**src/rtl/uart_pkg.sv**
```systemverilog
// uart_pkg
//   Shared definitions for the UART timing blocks.
//   Provides default parameter values for the fractional baud generator and a
//   legality check for the oversample ratio that is used at elaboration time.
//   No ports.
package uart_pkg;

    localparam int unsigned DIV_W_DEFAULT      = 16;
    localparam int unsigned FRAC_W_DEFAULT     = 4;
    localparam int unsigned OVERSAMPLE_DEFAULT = 16;

    // Oversample ratio must be a power of two and at least 4 so that the
    // phase counter wraps naturally and a mid-bit point exists.
    function automatic bit oversample_ok(input int unsigned os);
        return (os >= 4) && ((os & (os - 1)) == 0);
    endfunction

endpackage

```
**src/rtl/frac_baud_gen.sv**
```systemverilog
// frac_baud_gen
//   Fractional oversample/baud tick generator. A down-counter produces an
//   oversample tick every E or E+1 cycles (E = max(act_int,1)); a fractional
//   accumulator adds the extra cycle often enough that the mean period is
//   act_int + act_frac/2^FRAC_W. A phase counter divides the oversample ticks
//   into baud periods. New divisors are staged in a pending register and
//   applied only at a baud boundary, a restart, or while disabled.
//
// Ports
//   clk            : clock, all logic on rising edge
//   reset          : synchronous active-high reset
//   enable         : advances counters when high
//   restart        : resynchronise to the start of a baud period
//   div_int        : integer part of oversample period (clk cycles)
//   div_frac       : fractional part of oversample period (1/2^FRAC_W units)
//   cfg_load       : pulse, captures div_int/div_frac
//   os_tick        : oversample tick
//   baud_tick      : end of baud period
//   half_baud_tick : mid-bit sample point
//   os_phase       : oversample index within the bit
//   cfg_pending    : a captured divisor is waiting to be applied
module frac_baud_gen
    import uart_pkg::*;
#(
    parameter int unsigned DIV_W      = DIV_W_DEFAULT,
    parameter int unsigned FRAC_W     = FRAC_W_DEFAULT,
    parameter int unsigned OVERSAMPLE = OVERSAMPLE_DEFAULT
) (
    input  logic                          clk,
    input  logic                          reset,
    input  logic                          enable,
    input  logic                          restart,
    input  logic [DIV_W-1:0]              div_int,
    input  logic [FRAC_W-1:0]             div_frac,
    input  logic                          cfg_load,
    output logic                          os_tick,
    output logic                          baud_tick,
    output logic                          half_baud_tick,
    output logic [$clog2(OVERSAMPLE)-1:0] os_phase,
    output logic                          cfg_pending
);

    localparam int unsigned PH_W = $clog2(OVERSAMPLE);

    if (!oversample_ok(OVERSAMPLE)) begin : g_bad_oversample
        $error("frac_baud_gen: OVERSAMPLE must be a power of two and >= 4");
    end
    if (FRAC_W < 1 || FRAC_W > 8) begin : g_bad_frac_w
        $error("frac_baud_gen: FRAC_W must be in 1..8");
    end

    logic [DIV_W-1:0]  cnt;
    logic [FRAC_W-1:0] acc;
    logic [PH_W-1:0]   phase;
    logic [DIV_W-1:0]  act_int;
    logic [FRAC_W-1:0] act_frac;
    logic [DIV_W-1:0]  pend_int;
    logic [FRAC_W-1:0] pend_frac;
    logic              pend;

    logic              apply;
    logic [DIV_W-1:0]  new_int;
    logic [FRAC_W-1:0] new_frac;
    logic [DIV_W-1:0]  eff_div;
    logic [DIV_W-1:0]  rst_div;
    logic [FRAC_W-1:0] acc_next;
    logic              carry;

    always_comb begin
        os_tick        = enable & ~reset & (cnt == '0);
        baud_tick      = os_tick & (phase == PH_W'(OVERSAMPLE - 1));
        half_baud_tick = os_tick & (phase == PH_W'(OVERSAMPLE / 2 - 1));
        os_phase       = reset ? '0 : phase;
        cfg_pending    = pend & ~reset;

        // The divisor in force for this cycle's reload: a load landing on an
        // apply point bypasses the pending register entirely.
        apply    = baud_tick | restart | ~enable;
        new_int  = act_int;
        new_frac = act_frac;
        if (apply && cfg_load) begin
            new_int  = div_int;
            new_frac = div_frac;
        end else if (apply && pend) begin
            new_int  = pend_int;
            new_frac = pend_frac;
        end

        eff_div = (new_int == '0) ? DIV_W'(1) : new_int;
        rst_div = (div_int == '0) ? DIV_W'(1) : div_int;
        {carry, acc_next} = {1'b0, acc} + {1'b0, new_frac};
    end

    always_ff @(posedge clk) begin
        if (reset) begin
            act_int   <= div_int;
            act_frac  <= div_frac;
            pend_int  <= '0;
            pend_frac <= '0;
            pend      <= 1'b0;
            cnt       <= rst_div - 1'b1;
            acc       <= '0;
            phase     <= '0;
        end else begin
            if (apply) begin
                act_int  <= new_int;
                act_frac <= new_frac;
                pend     <= 1'b0;
            end else if (cfg_load) begin
                pend_int  <= div_int;
                pend_frac <= div_frac;
                pend      <= 1'b1;
            end

            if (restart) begin
                cnt   <= eff_div - 1'b1;
                acc   <= '0;
                phase <= '0;
            end else if (enable) begin
                if (cnt == '0) begin
                    cnt   <= eff_div - 1'b1 + DIV_W'(carry);
                    acc   <= acc_next;
                    phase <= phase + 1'b1;
                end else begin
                    cnt <= cnt - 1'b1;
                end
            end
        end
    end

endmodule

```
**config.mk**
```make
export PLATFORM = sky130hd
export DESIGN_NAME = frac_baud_gen
export DESIGN_NICKNAME = d
export VERILOG_FILES = /design/src/rtl/uart_pkg.sv /design/src/rtl/frac_baud_gen.sv
export SDC_FILE = /design/constraint.sdc
export NUM_CORES = 1
export LEC_CHECK = 0
export ABC_AREA = 1
export BUFFER_PORTS_ARGS = -buffer_cell sky130_fd_sc_hd__buf_2
export CAP_MARGIN = 20
export CORE_MARGIN = 2
export CORE_UTILIZATION = 45
export DETAILED_ROUTE_END_ITERATION = 12
export PLACE_DENSITY = 0.72
export SLEW_MARGIN = 20
export SYNTH_ARGS = -nofsm -noshare
export SYNTH_HDL_FRONTEND = slang
export SYNTH_SLANG_ARGS = --single-unit
```
**constraint.sdc**
```tcl
create_clock -name clk -period 10.1 [get_ports clk]
set_input_delay 0.505 -clock clk [delete_from_list [all_inputs] [get_ports clk]]
set_output_delay 0.505 -clock clk [all_outputs]
set_load 0.01 [all_outputs]
```
==> impl_results.html, run 1 <==
<table>
<tr><th>Metric</th><th>Value</th></tr>
<tr><th colspan="2">Synth</th></tr>
<tr><td>Mux share of post-synthesis cell area</td><td>0</td></tr>
<tr><td>Cell accounting for the most synthesized area</td><td>edfxtp_1</td></tr>
<tr><td>Fraction of synthesized cell area taken by the top area cell type</td><td>0.204</td></tr>
<tr><td>Async set-or-reset flop fraction in the synthesized netlist</td><td>0</td></tr>
<tr><td>Number of warnings reported in the yosys synthesis log</td><td>0</td></tr>
<tr><td>Largest family of logic cells by synthesized area</td><td>simple AND/OR/NAND/NOR gates</td></tr>
<tr><td>Adder and majority cell fraction of the synthesized area</td><td>0.0298</td></tr>
<tr><td>Simple-gate share of the synthesized area</td><td>0.359</td></tr>
<tr><td>Main flop type after synthesis</td><td>edfxtp_1</td></tr>
<tr><td>Seq cells post-synth</td><td>65</td></tr>
<tr><td>Post-synthesis compound-gate area fraction</td><td>0.153</td></tr>
<tr><td>Average cell area after synthesis</td><td>6.55 µm²</td></tr>
<tr><td>Net count of the mapped netlist</td><td>846</td></tr>
<tr><td>EDFF count, synth</td><td>36</td></tr>
<tr><td>Parity-gate share of the synthesized area counting xor and xnor cells</td><td>0.0380</td></tr>
<tr><td>Library cells used by synthesis</td><td>44</td></tr>
<tr><td>Synthesized instance count</td><td>809</td></tr>
<tr><td>Cell area after synthesis</td><td>0.00530 mm²</td></tr>
<tr><td>Post-synthesis sequential area ratio</td><td>0.314</td></tr>
<tr><td>Cell types with the largest area share after synthesis</td><td>edfxtp_1, nand2_1, dfxtp_1</td></tr>
<tr><th colspan="2">Timing</th></tr>
<tr><td>Clock Skew</td><td>0.00700 ns</td></tr>
<tr><td>Setup Viol. Count Final</td><td>0</td></tr>
<tr><td>Worst relative slew slack</td><td>0.356</td></tr>
<tr><td>Number of slew-limit violations in the final report</td><td>0</td></tr>
<tr><td>Final worst path period need</td><td>5.29 ns</td></tr>
<tr><td>Count of final hold-check violations</td><td>0</td></tr>
<tr><td>Upper clock frequency limit</td><td>0.189 GHz</td></tr>
<tr><td>Unrepaired setup endpoints after global routing</td><td>false</td></tr>
<tr><td>Fin crit share</td><td>0.524</td></tr>
<tr><td>Slew at the pin closest to its max-slew limit</td><td>0.964 ns</td></tr>
<tr><td>Setup TNS Final</td><td>0 ns</td></tr>
<tr><th colspan="2">Critical path</th></tr>
<tr><td>Required time at the worst-slack endpoint</td><td>10.18 ns</td></tr>
<tr><td>Crit path max-delay cell type</td><td>nand2_2</td></tr>
<tr><td>Setup crit end kind</td><td>register</td></tr>
<tr><td>Worst path buffer plus inverter count</td><td>3</td></tr>
<tr><td>Reg-to-reg critical path startpoint</td><td>cnt[0]$_DFFE_PP_</td></tr>
<tr><td>Worst setup SP type</td><td>register</td></tr>
<tr><td>Worst path top cell family by delay</td><td>simple AND/OR/NAND/NOR gates</td></tr>
<tr><td>Arrival time of the worst setup path</td><td>5.38 ns</td></tr>
<tr><td>Maximum fanout count along the critical path</td><td>49</td></tr>
<tr><td>Highest cell delay on the worst timing path</td><td>0.53 ns</td></tr>
<tr><td>Crit path launch</td><td>cnt[0]$_DFFE_PP_</td></tr>
<tr><td>Crit path kind</td><td>register to register</td></tr>
<tr><th colspan="2">Clock network</th></tr>
<tr><td>CTS tree</td><td>yes</td></tr>
<tr><td>Number of gates given a new drive strength after cts</td><td>0</td></tr>
<tr><td>Clock net sink count</td><td>65</td></tr>
<tr><td>Post-CTS setup buffers</td><td>0</td></tr>
<tr><td>CTS H-tree lvls</td><td>3</td></tr>
<tr><td>Root buffer cell</td><td>clkbuf_16</td></tr>
<tr><td>Clock Tree Buf Depth</td><td>2</td></tr>
<tr><td>Cts hold-fix bufs</td><td>0</td></tr>
<tr><td>TritonCTS Buffers</td><td>9</td></tr>
<tr><td>CTS clock-pin slew for the worst setup and hold paths</td><td>0.05 ns</td></tr>
<tr><td>Clock network latency to the later pin of the worst-skew pair</td><td>0.34 ns</td></tr>
<tr><th colspan="2">Power and ir drop</th></tr>
<tr><td>Post-layout power</td><td>0.828 mW</td></tr>
<tr><td>Power per cell area</td><td>144 mW/mm²</td></tr>
<tr><td>Leakage power of the design</td><td>2.54 nW</td></tr>
<tr><td>P_sw</td><td>0.266 mW</td></tr>
<tr><td>Switching portion of total power</td><td>0.321</td></tr>
<tr><td>Int Power</td><td>0.562 mW</td></tr>
<tr><td>Fraction of power consumed by combinational cells</td><td>0.232</td></tr>
<tr><td>Sequential share of power</td><td>0.391</td></tr>
<tr><td>Worst vdd ir</td><td>0.0000859 V</td></tr>
<tr><td>Clk pwr share</td><td>0.377</td></tr>
<tr><th colspan="2">Detailed routing</th></tr>
<tr><td>Number of violations reported at the end of detailed-routing iteration 0</td><td>314</td></tr>
<tr><td>Via-to-Cell Ratio</td><td>5.44</td></tr>
<tr><td>Detailed-router iteration count before antenna repair</td><td>6</td></tr>
<tr><td>Antenna-violating nets left</td><td>0</td></tr>
<tr><td>WL per Instance</td><td>15.0 µm</td></tr>
<tr><td>Count of vias placed by the detailed router</td><td>5,253</td></tr>
<tr><td># DRC</td><td>0</td></tr>
<tr><td>Post-detailed-routing wire length</td><td>14.5 mm</td></tr>
<tr><th colspan="2">Placed design</th></tr>
<tr><td>Half-perimeter wire length after detailed placement</td><td>10.7 mm</td></tr>
<tr><td>Instance count after placement with tap cells included</td><td>949</td></tr>
<tr><td>RD Place Congestion</td><td>0.938</td></tr>
<tr><td>Port Buffer Count</td><td>32</td></tr>
<tr><th colspan="2">Job</th></tr>
<tr><td>Max capacitance violation total</td><td>0</td></tr>
<tr><th colspan="2">GRT</th></tr>
<tr><td>Number of antenna violations at the first check in global routing</td><td>0</td></tr>
<tr><td>First-pass GRT wire length</td><td>23.9 mm</td></tr>
<tr><td>GRT Overall Usage</td><td>0.235</td></tr>
<tr><td>Via count of the first global-routing pass</td><td>5,020</td></tr>
<tr><td>Largest net degree at the start of global routing</td><td>52</td></tr>
<tr><td>GRT overflow</td><td>0</td></tr>
<tr><th colspan="2">Hold path</th></tr>
<tr><td>Min-delay worst type</td><td>input pin to register</td></tr>
<tr><td>Worst Min Path Start</td><td>enable</td></tr>
<tr><th colspan="2">Floorplan</th></tr>
<tr><td>Starting Density</td><td>0.462</td></tr>
<tr><td>Die outline width</td><td>112 µm</td></tr>
<tr><td>IO Pins</td><td>33</td></tr>
<tr><td>Number of standard-cell rows in the floorplan</td><td>39</td></tr>
<tr><td>Y dimension of the die</td><td>112 µm</td></tr>
<tr><td>Die Area</td><td>0.0127 mm²</td></tr>
<tr><td>CORE AREA</td><td>0.0115 mm²</td></tr>
<tr><th colspan="2">Finish</th></tr>
<tr><td>Non-filler cells in the finished layout</td><td>965</td></tr>
<tr><td>Final nets</td><td>854</td></tr>
<tr><td>Share of final-layout standard cells stronger than drive strength 1</td><td>0.111</td></tr>
<tr><td>Area delta synth-&gt;final</td><td>8.88%</td></tr>
<tr><td># diodes</td><td>0</td></tr>
<tr><th colspan="2">Run status</th></tr>
<tr><td>Result of the run</td><td>finished, final reports clean</td></tr>
</table>
final cells by class:
type                    instances  area, µm²
clock buffers                  12        278
repair buffers                 33        168
well taps                     143        179
inverters                     101        379
fillers                      1162       5700
multi-input cells             607       3080
flip-flops and latches         65       1660
clock inverters                 4       23.8
layer usage:
layer	GRT usage	wire length (µm)	vias to the layer above
met5	0	0	-
met2	0.412	6990	148
met3	0.0356	652	24
met1	0.288	6480	2384
met4	0.0984	345	0
li1	-	-	2697
placed cells by master (no fill, tap or decap), types with 11 or more instances in the layout:
cell type / netlist / final
nand2_1: 190 / 190
edfxtp_1: 36 / 36
dfxtp_1: 29 / 29
inv_1: 92 / 92
buf_2: 5 / 32
o21ai_0: 81 / 81
xor2_1: 14 / 14
ha_1: 11 / 11
nand3_1: 100 / 99
nand4_1: 11 / 11
nor2_2: 14 / 14
nor2_1: 66 / 66
a21oi_1: 52 / 52
worst paths after layout:
| check | end | cells after the start | slack, ns |
|---|---|---|---|
| worst max-delay path | cnt[12]$_DFFE_PP_ | 27 | 4.81 |
| worst min register to register | pend_int[12]$_SDFFE_PP0P_ | 2 | 0.45 |
| worst min-delay path | acc[1]$_SDFFE_PP0P_ | 2 | 0.41 |
| worst max register to register | cnt[12]$_DFFE_PP_ | 27 | 4.81 |
worst reg2reg max path: stages (launching register included):
cell	delay (ns)
edfxtp_1	0.38
inv_1	0.11
ha_1	0.23
nand2_1	0.08
nor2_2	0.20
nand4_4	0.17
nand2_4	0.42
nand2_2	0.54
o21ai_0	0.43
ha_1	0.24
inv_1	0.06
fa_1	0.40
o21ai_0	0.22
ha_1	0.20
ha_1	0.16
inv_1	0.04
nor2_1	0.11
nand3_1	0.12
nor2_2	0.15
nand3_2	0.12
nor2_2	0.15
nand2_2	0.09
nor2_2	0.12
nand3_1	0.08
nand2_1	0.06
nand2_1	0.05
nand2_1	0.06
nor2_1	0.05
power groups by stage:
stage | clock network, mW | registers [mW] | logic (mW)
floorplan | 0 | 0.324 | 0.145
global placement | 0 | 0.328 | 0.188
detailed placement | 0 | 0.329 | 0.190
CTS | 0.317 | 0.323 | 0.191
global route | 0.325 | 0.326 | 0.216
finish | 0.312 | 0.323 | 0.192
cells by family (layout without fill, tap and decap cells):
kind of cell / Yosys count / after routing
flops: 65 / 65
simple gates: 418 / 418
fa+ha+maj: 12 / 12
compound gates: 154 / 154
xor+xnor: 23 / 23
buf+inv: 137 / 150
cell usage after synthesis, types with 2 or more instances:
cell and n:
a211oi_1 2, a21oi_1 52, a31oi_1 3, buf_1 6
buf_2 5, buf_4 3, buf_6 4, clkbuf_1 18
dfxtp_1 29, edfxtp_1 36, ha_1 11, inv_1 92
inv_2 8, nand2_1 190, nand2_2 10, nand2_4 2
nand3_1 100, nand3_2 3, nand4_1 11, nor2_1 66
nor2_2 14, nor2_4 2, nor3_1 7, nor4_1 5
o211ai_1 6, o21ai_0 81, o21ai_1 4, or2_0 2
xnor2_1 9, xor2_1 14
flip-flops by register name, summed over array words and instances, names as in the netlist:
name and count:
acc 4, phase 4, cnt 16, pend 1
act_int 16, pend_frac 4, pend_int 16, act_frac 4
per-stage QoR:
stage / setup WS, ns / instance area, µm² / hold WS (ns) / util
after floorplan: 5.89 / 5300 / 0.424 / -
after detailed placement: 4.55 / 5460 / 0.440 / 0.476
after CTS: 4.82 / 5760 / 0.400 / 0.502
after global placement: 4.73 / 5460 / 0.437 / 0.476
final: 4.81 / 5770 / 0.412 / 0.503
after global routing: 4.21 / 5770 / 0.423 / 0.503
Power figures use the tool's default switching activity.
==> run 2, diff against run 1 <==
- ABC_AREA: 1 -> 0
- clock period: 10.1 -> 5.3 ns (I/O delays scaled with it)
==> run 2 against run 1 <==
Effect of this change:
- the flow now finishes with violations (DRC, setup timing)
- non-clock buffer count increased by 110
- total power increased by 100%
- worst hold slack got worse by 0.24 ns
- maximum frequency decreased by 3.0%
- register-to-register slack got worse by 5.0 ns
- setup slack got worse by 5.0 ns
- sequential power increased by 90%
- cell count decreased by 0.73%
- clock power increased by 82%
- critical endpoint is now cnt[13]$_DFFE_PP_
- largest cell class unchanged
- largest power group unchanged
- highest routed layer unchanged
==> impl_results.html, run 2 <==
<table>
<tr><th>Metric</th><th>Value</th></tr>
<tr><th colspan="2">Run status</th></tr>
<tr><td>Result of the run</td><td>complete, but fails checks</td></tr>
<tr><td>Failing checks</td><td>DRC, setup timing</td></tr>
<tr><th colspan="2">Placed design</th></tr>
<tr><td>Port Buffer Count</td><td>32</td></tr>
<tr><td>Half-perimeter wire length after detailed placement</td><td>13.4 mm</td></tr>
<tr><td>RD Place Congestion</td><td>1.01</td></tr>
<tr><td>Worst slack at placement</td><td>-0.208 ns</td></tr>
<tr><th colspan="2">Clock network</th></tr>
<tr><td>CTS H-tree lvls</td><td>3</td></tr>
<tr><td>Clock net sink count</td><td>65</td></tr>
<tr><td>CTS tree</td><td>yes</td></tr>
<tr><td>Cts hold-fix bufs</td><td>0</td></tr>
<tr><td>Clock network latency to the later pin of the worst-skew pair</td><td>0.35 ns</td></tr>
<tr><td>Root buffer cell</td><td>clkbuf_16</td></tr>
<tr><td>Clock Tree Buf Depth</td><td>2</td></tr>
<tr><td>TritonCTS Buffers</td><td>9</td></tr>
<tr><td>CTS clock-pin slew for the worst setup and hold paths</td><td>0.06 ns</td></tr>
<tr><th colspan="2">Critical path</th></tr>
<tr><td>Crit path kind</td><td>register to register</td></tr>
<tr><td>Worst r2r path cells</td><td>19</td></tr>
<tr><td>Minimum setup slack among reg-to-reg paths</td><td>-0.16 ns</td></tr>
<tr><td>Required time at the worst-slack endpoint</td><td>5.40 ns</td></tr>
<tr><td>Arrival time of the worst setup path</td><td>5.56 ns</td></tr>
<tr><td>Worst setup SP type</td><td>register</td></tr>
<tr><td>Termination of the worst setup path</td><td>cnt[13]$_DFFE_PP_</td></tr>
<tr><td>Crit path launch</td><td>cnt[11]$_DFFE_PP_</td></tr>
<tr><td>Setup crit end kind</td><td>register</td></tr>
<tr><td>Maximum fanout count along the critical path</td><td>4</td></tr>
<tr><td>Worst reg2reg endpoint</td><td>cnt[13]$_DFFE_PP_</td></tr>
<tr><td>Reg-to-reg critical path startpoint</td><td>cnt[11]$_DFFE_PP_</td></tr>
<tr><th colspan="2">GRT</th></tr>
<tr><td>GRT Overall Usage</td><td>0.285</td></tr>
<tr><td>First-pass GRT wire length</td><td>28.7 mm</td></tr>
<tr><td>Via count of the first global-routing pass</td><td>5,827</td></tr>
<tr><td>Number of antenna violations at the first check in global routing</td><td>0</td></tr>
<tr><td>Largest net degree at the start of global routing</td><td>68</td></tr>
<tr><td>GRT overflow</td><td>0</td></tr>
<tr><th colspan="2">Detailed routing</th></tr>
<tr><td>Antenna-violating nets left</td><td>0</td></tr>
<tr><td>Detailed-router iteration count before antenna repair</td><td>9</td></tr>
<tr><td>Count of vias placed by the detailed router</td><td>5,957</td></tr>
<tr><td>Post-detailed-routing wire length</td><td>18.3 mm</td></tr>
<tr><td># DRC</td><td>1</td></tr>
<tr><td>Number of violations reported at the end of detailed-routing iteration 0</td><td>550</td></tr>
<tr><td>WL per Instance</td><td>19.1 µm</td></tr>
<tr><td>Via-to-Cell Ratio</td><td>6.22</td></tr>
<tr><th colspan="2">Finish</th></tr>
<tr><td>Most frequent standard cell in the layout excluding fill and tap cells</td><td>buf_4</td></tr>
<tr><td>Registers with the most flip-flops</td><td>act_int x16, cnt x16, pend_int x16</td></tr>
<tr><td>Final nets</td><td>847</td></tr>
<tr><td>Multi-input gate area in the final layout</td><td>0.00373 mm²</td></tr>
<tr><td>Storage cell area</td><td>0.00166 mm²</td></tr>
<tr><td>Area delta synth-&gt;final</td><td>29.8%</td></tr>
<tr><td># diodes</td><td>0</td></tr>
<tr><td>Fillers</td><td>1,024</td></tr>
<tr><td>Share of final-layout standard cells stronger than drive strength 1</td><td>0.279</td></tr>
<tr><td>Commonest cells after routing, fill and taps aside</td><td>buf_4, nand2_1, nor2_1</td></tr>
<tr><th colspan="2">Timing</th></tr>
<tr><td>Setup Viol. Count Final</td><td>2</td></tr>
<tr><td>Fin crit share</td><td>1.03</td></tr>
<tr><td>Worst relative slew slack</td><td>0.346</td></tr>
<tr><td>Unrepaired setup endpoints after global routing</td><td>true</td></tr>
<tr><td>Setup TNS Final</td><td>-0.175 ns</td></tr>
<tr><td>Final worst path period need</td><td>5.46 ns</td></tr>
<tr><td>Upper clock frequency limit</td><td>0.183 GHz</td></tr>
<tr><td>Slew at the pin closest to its max-slew limit</td><td>0.979 ns</td></tr>
<tr><td>Count of final hold-check violations</td><td>0</td></tr>
<tr><td>Clock Skew</td><td>0.0113 ns</td></tr>
<tr><td>Number of slew-limit violations in the final report</td><td>0</td></tr>
<tr><td>Post-route worst setup slack</td><td>-0.161 ns</td></tr>
<tr><th colspan="2">Job</th></tr>
<tr><td>Max capacitance violation total</td><td>0</td></tr>
<tr><th colspan="2">Power and ir drop</th></tr>
<tr><td>Clk pwr share</td><td>0.341</td></tr>
<tr><td>Power per cell area</td><td>240 mW/mm²</td></tr>
<tr><td>Fraction of power consumed by combinational cells</td><td>0.291</td></tr>
<tr><td>Int Power</td><td>1.12 mW</td></tr>
<tr><td>Switching portion of total power</td><td>0.328</td></tr>
<tr><td>Sequential share of power</td><td>0.368</td></tr>
<tr><td>Worst vdd ir</td><td>0.000168 V</td></tr>
<tr><td>Leakage power of the design</td><td>2.71 nW</td></tr>
<tr><td>P_sw</td><td>0.547 mW</td></tr>
<tr><th colspan="2">Floorplan</th></tr>
<tr><td>Starting Density</td><td>0.465</td></tr>
<tr><td>Y dimension of the die</td><td>113 µm</td></tr>
<tr><td>IO Pins</td><td>33</td></tr>
<tr><td>CORE AREA</td><td>0.0115 mm²</td></tr>
<tr><td>Die outline width</td><td>113 µm</td></tr>
<tr><td>Number of standard-cell rows in the floorplan</td><td>39</td></tr>
<tr><td>Die Area</td><td>0.0128 mm²</td></tr>
<tr><th colspan="2">Synth</th></tr>
<tr><td>Main flop type after synthesis</td><td>edfxtp_1</td></tr>
<tr><td>Fraction of synthesized cell area taken by the top area cell type</td><td>0.202</td></tr>
<tr><td>Library cells used by synthesis</td><td>77</td></tr>
<tr><td>Post-synthesis sequential area ratio</td><td>0.310</td></tr>
<tr><td>Most frequent cells after synthesis</td><td>nand2_1, nor2_1, a21oi_1</td></tr>
<tr><td>Mux share of post-synthesis cell area</td><td>0.0271</td></tr>
<tr><td>Post-synthesis compound-gate area fraction</td><td>0.246</td></tr>
<tr><td>Net count of the mapped netlist</td><td>735</td></tr>
<tr><td>Simple-gate share of the synthesized area</td><td>0.283</td></tr>
<tr><td>Seq cells post-synth</td><td>65</td></tr>
<tr><td>Cell area after synthesis</td><td>0.00536 mm²</td></tr>
<tr><td>Cell accounting for the most synthesized area</td><td>edfxtp_1</td></tr>
<tr><td>Synthesized instance count</td><td>698</td></tr>
<tr><td>Largest family of logic cells by synthesized area</td><td>simple AND/OR/NAND/NOR gates</td></tr>
<tr><td>Number of warnings reported in the yosys synthesis log</td><td>0</td></tr>
<tr><td>EDFF count, synth</td><td>36</td></tr>
<tr><td>Parity-gate share of the synthesized area counting xor and xnor cells</td><td>0.0556</td></tr>
<tr><td>Cell types with the largest area share after synthesis</td><td>edfxtp_1, dfxtp_1, nand2_1</td></tr>
<tr><td>Adder and majority cell fraction of the synthesized area</td><td>0.0294</td></tr>
<tr><td>Async set-or-reset flop fraction in the synthesized netlist</td><td>0</td></tr>
<tr><td>Top-count cell post-synth</td><td>nand2_1</td></tr>
<tr><td>Average cell area after synthesis</td><td>7.68 µm²</td></tr>
<tr><th colspan="2">Hold path</th></tr>
<tr><td>Min-delay worst type</td><td>input pin to register</td></tr>
</table>
[run 2: cell count changes after synthesis, sizes merged, moves of 12 or more]
cell    before  now
nor2b        0   14
clkbuf      18   30
inv        100   25
nand3      103   19
o21ai       85   34
nand2      202  104
[run 2: metrics by stage]
| stage | hold slack [ns] | cells | total power [mW] | utilization | instance area [µm²] |
|---|---|---|---|---|---|
| 2_1_floorplan | 0.401 | 698 | 0.879 | - | 5400 |
| 3_3_place_gp | 0.442 | 926 | 1.04 | 0.547 | 6300 |
| 3_5_place_dp | 0.452 | 926 | 1.05 | 0.547 | 6300 |
| 4_1_cts | 0.165 | 947 | 1.63 | 0.577 | 6640 |
| 5_1_grt | 0.182 | 958 | 1.74 | 0.604 | 6960 |
| 6_report | 0.174 | 958 | 1.67 | 0.604 | 6960 |
[run 2: kinds of logic after synthesis]
family / after synthesis
AO/OA/AOI/OAI: 196
buffers and inverters: 67
XOR/XNOR: 34
multiplexers: 14
AND/OR/NAND/NOR: 310
flip-flops: 65
adder cells (fa/ha/maj): 12
[run 2: repair_timing]
item	CTS	global route
resized for setup	5	46
endpoints found under the hold margin	0	0
endpoints found under the setup margin	2	8
pin swaps	4	33
buffers inserted	5	12
[run 2: layout make-up]
cell class | count | share of cell area
clock inverters | 6 | 0.00611
repair buffers | 143 | 0.146
inverters | 25 | 0.0135
well taps | 143 | 0.0257
clock buffers | 10 | 0.0343
multi-input cells | 566 | 0.536
flip-flops and latches | 65 | 0.239
[run 2: metal layers]
| metal | GRT usage | share of wire | vias up |
|---|---|---|---|
| met4 | 0.128 | 0.034 | 0 |
| met3 | 0.0530 | 0.075 | 52 |
| met5 | 0 | 0 | - |
| met2 | 0.471 | 0.48 | 277 |
| li1 | - | - | 2781 |
| met1 | 0.362 | 0.41 | 2847 |
[run 2: critical path: stages (launching register included)]
cell and delay [ns]:
edfxtp_1 0.46, or4_4 0.57, nor4_4 0.27, buf_4 0.19
nand3_4 0.10, a22o_1 0.24, o22a_2 0.25, and3_4 0.18
and3_4 0.15, a221oi_4 0.29, ha_2 0.24, inv_2 0.04
buf_6 0.12, a21oi_2 0.12, o2111ai_1 0.13, a31o_2 0.26
a221o_1 0.38, or4_4 0.54, or4_1 0.41, a32o_1 0.28
[run 2: worst min-delay path by stage]
stage / from / end / slack, ns / depth (start not counted)
floorplan: div_frac[0] / pend_frac[0]$_SDFFE_PP0P_ / 0.40 / 2
global placement: acc[3]$_SDFFE_PP0P_ / acc[3]$_SDFFE_PP0P_ / 0.44 / 2
detailed placement: pend_frac[1]$_SDFFE_PP0P_ / pend_frac[1]$_SDFFE_PP0P_ / 0.45 / 2
CTS: div_frac[1] / pend_frac[1]$_SDFFE_PP0P_ / 0.16 / 3
global route: div_frac[0] / pend_frac[0]$_SDFFE_PP0P_ / 0.18 / 3
finish: div_frac[1] / pend_frac[1]$_SDFFE_PP0P_ / 0.17 / 3
[run 2: power groups by stage]
stage / Combinational [mW] / Clock [mW] / Sequential [mW]
floorplan: 0.260 / 0 / 0.619
global placement: 0.420 / 0 / 0.620
detailed placement: 0.430 / 0 / 0.622
CTS: 0.440 / 0.577 / 0.611
global route: 0.525 / 0.596 / 0.617
finish: 0.486 / 0.569 / 0.614
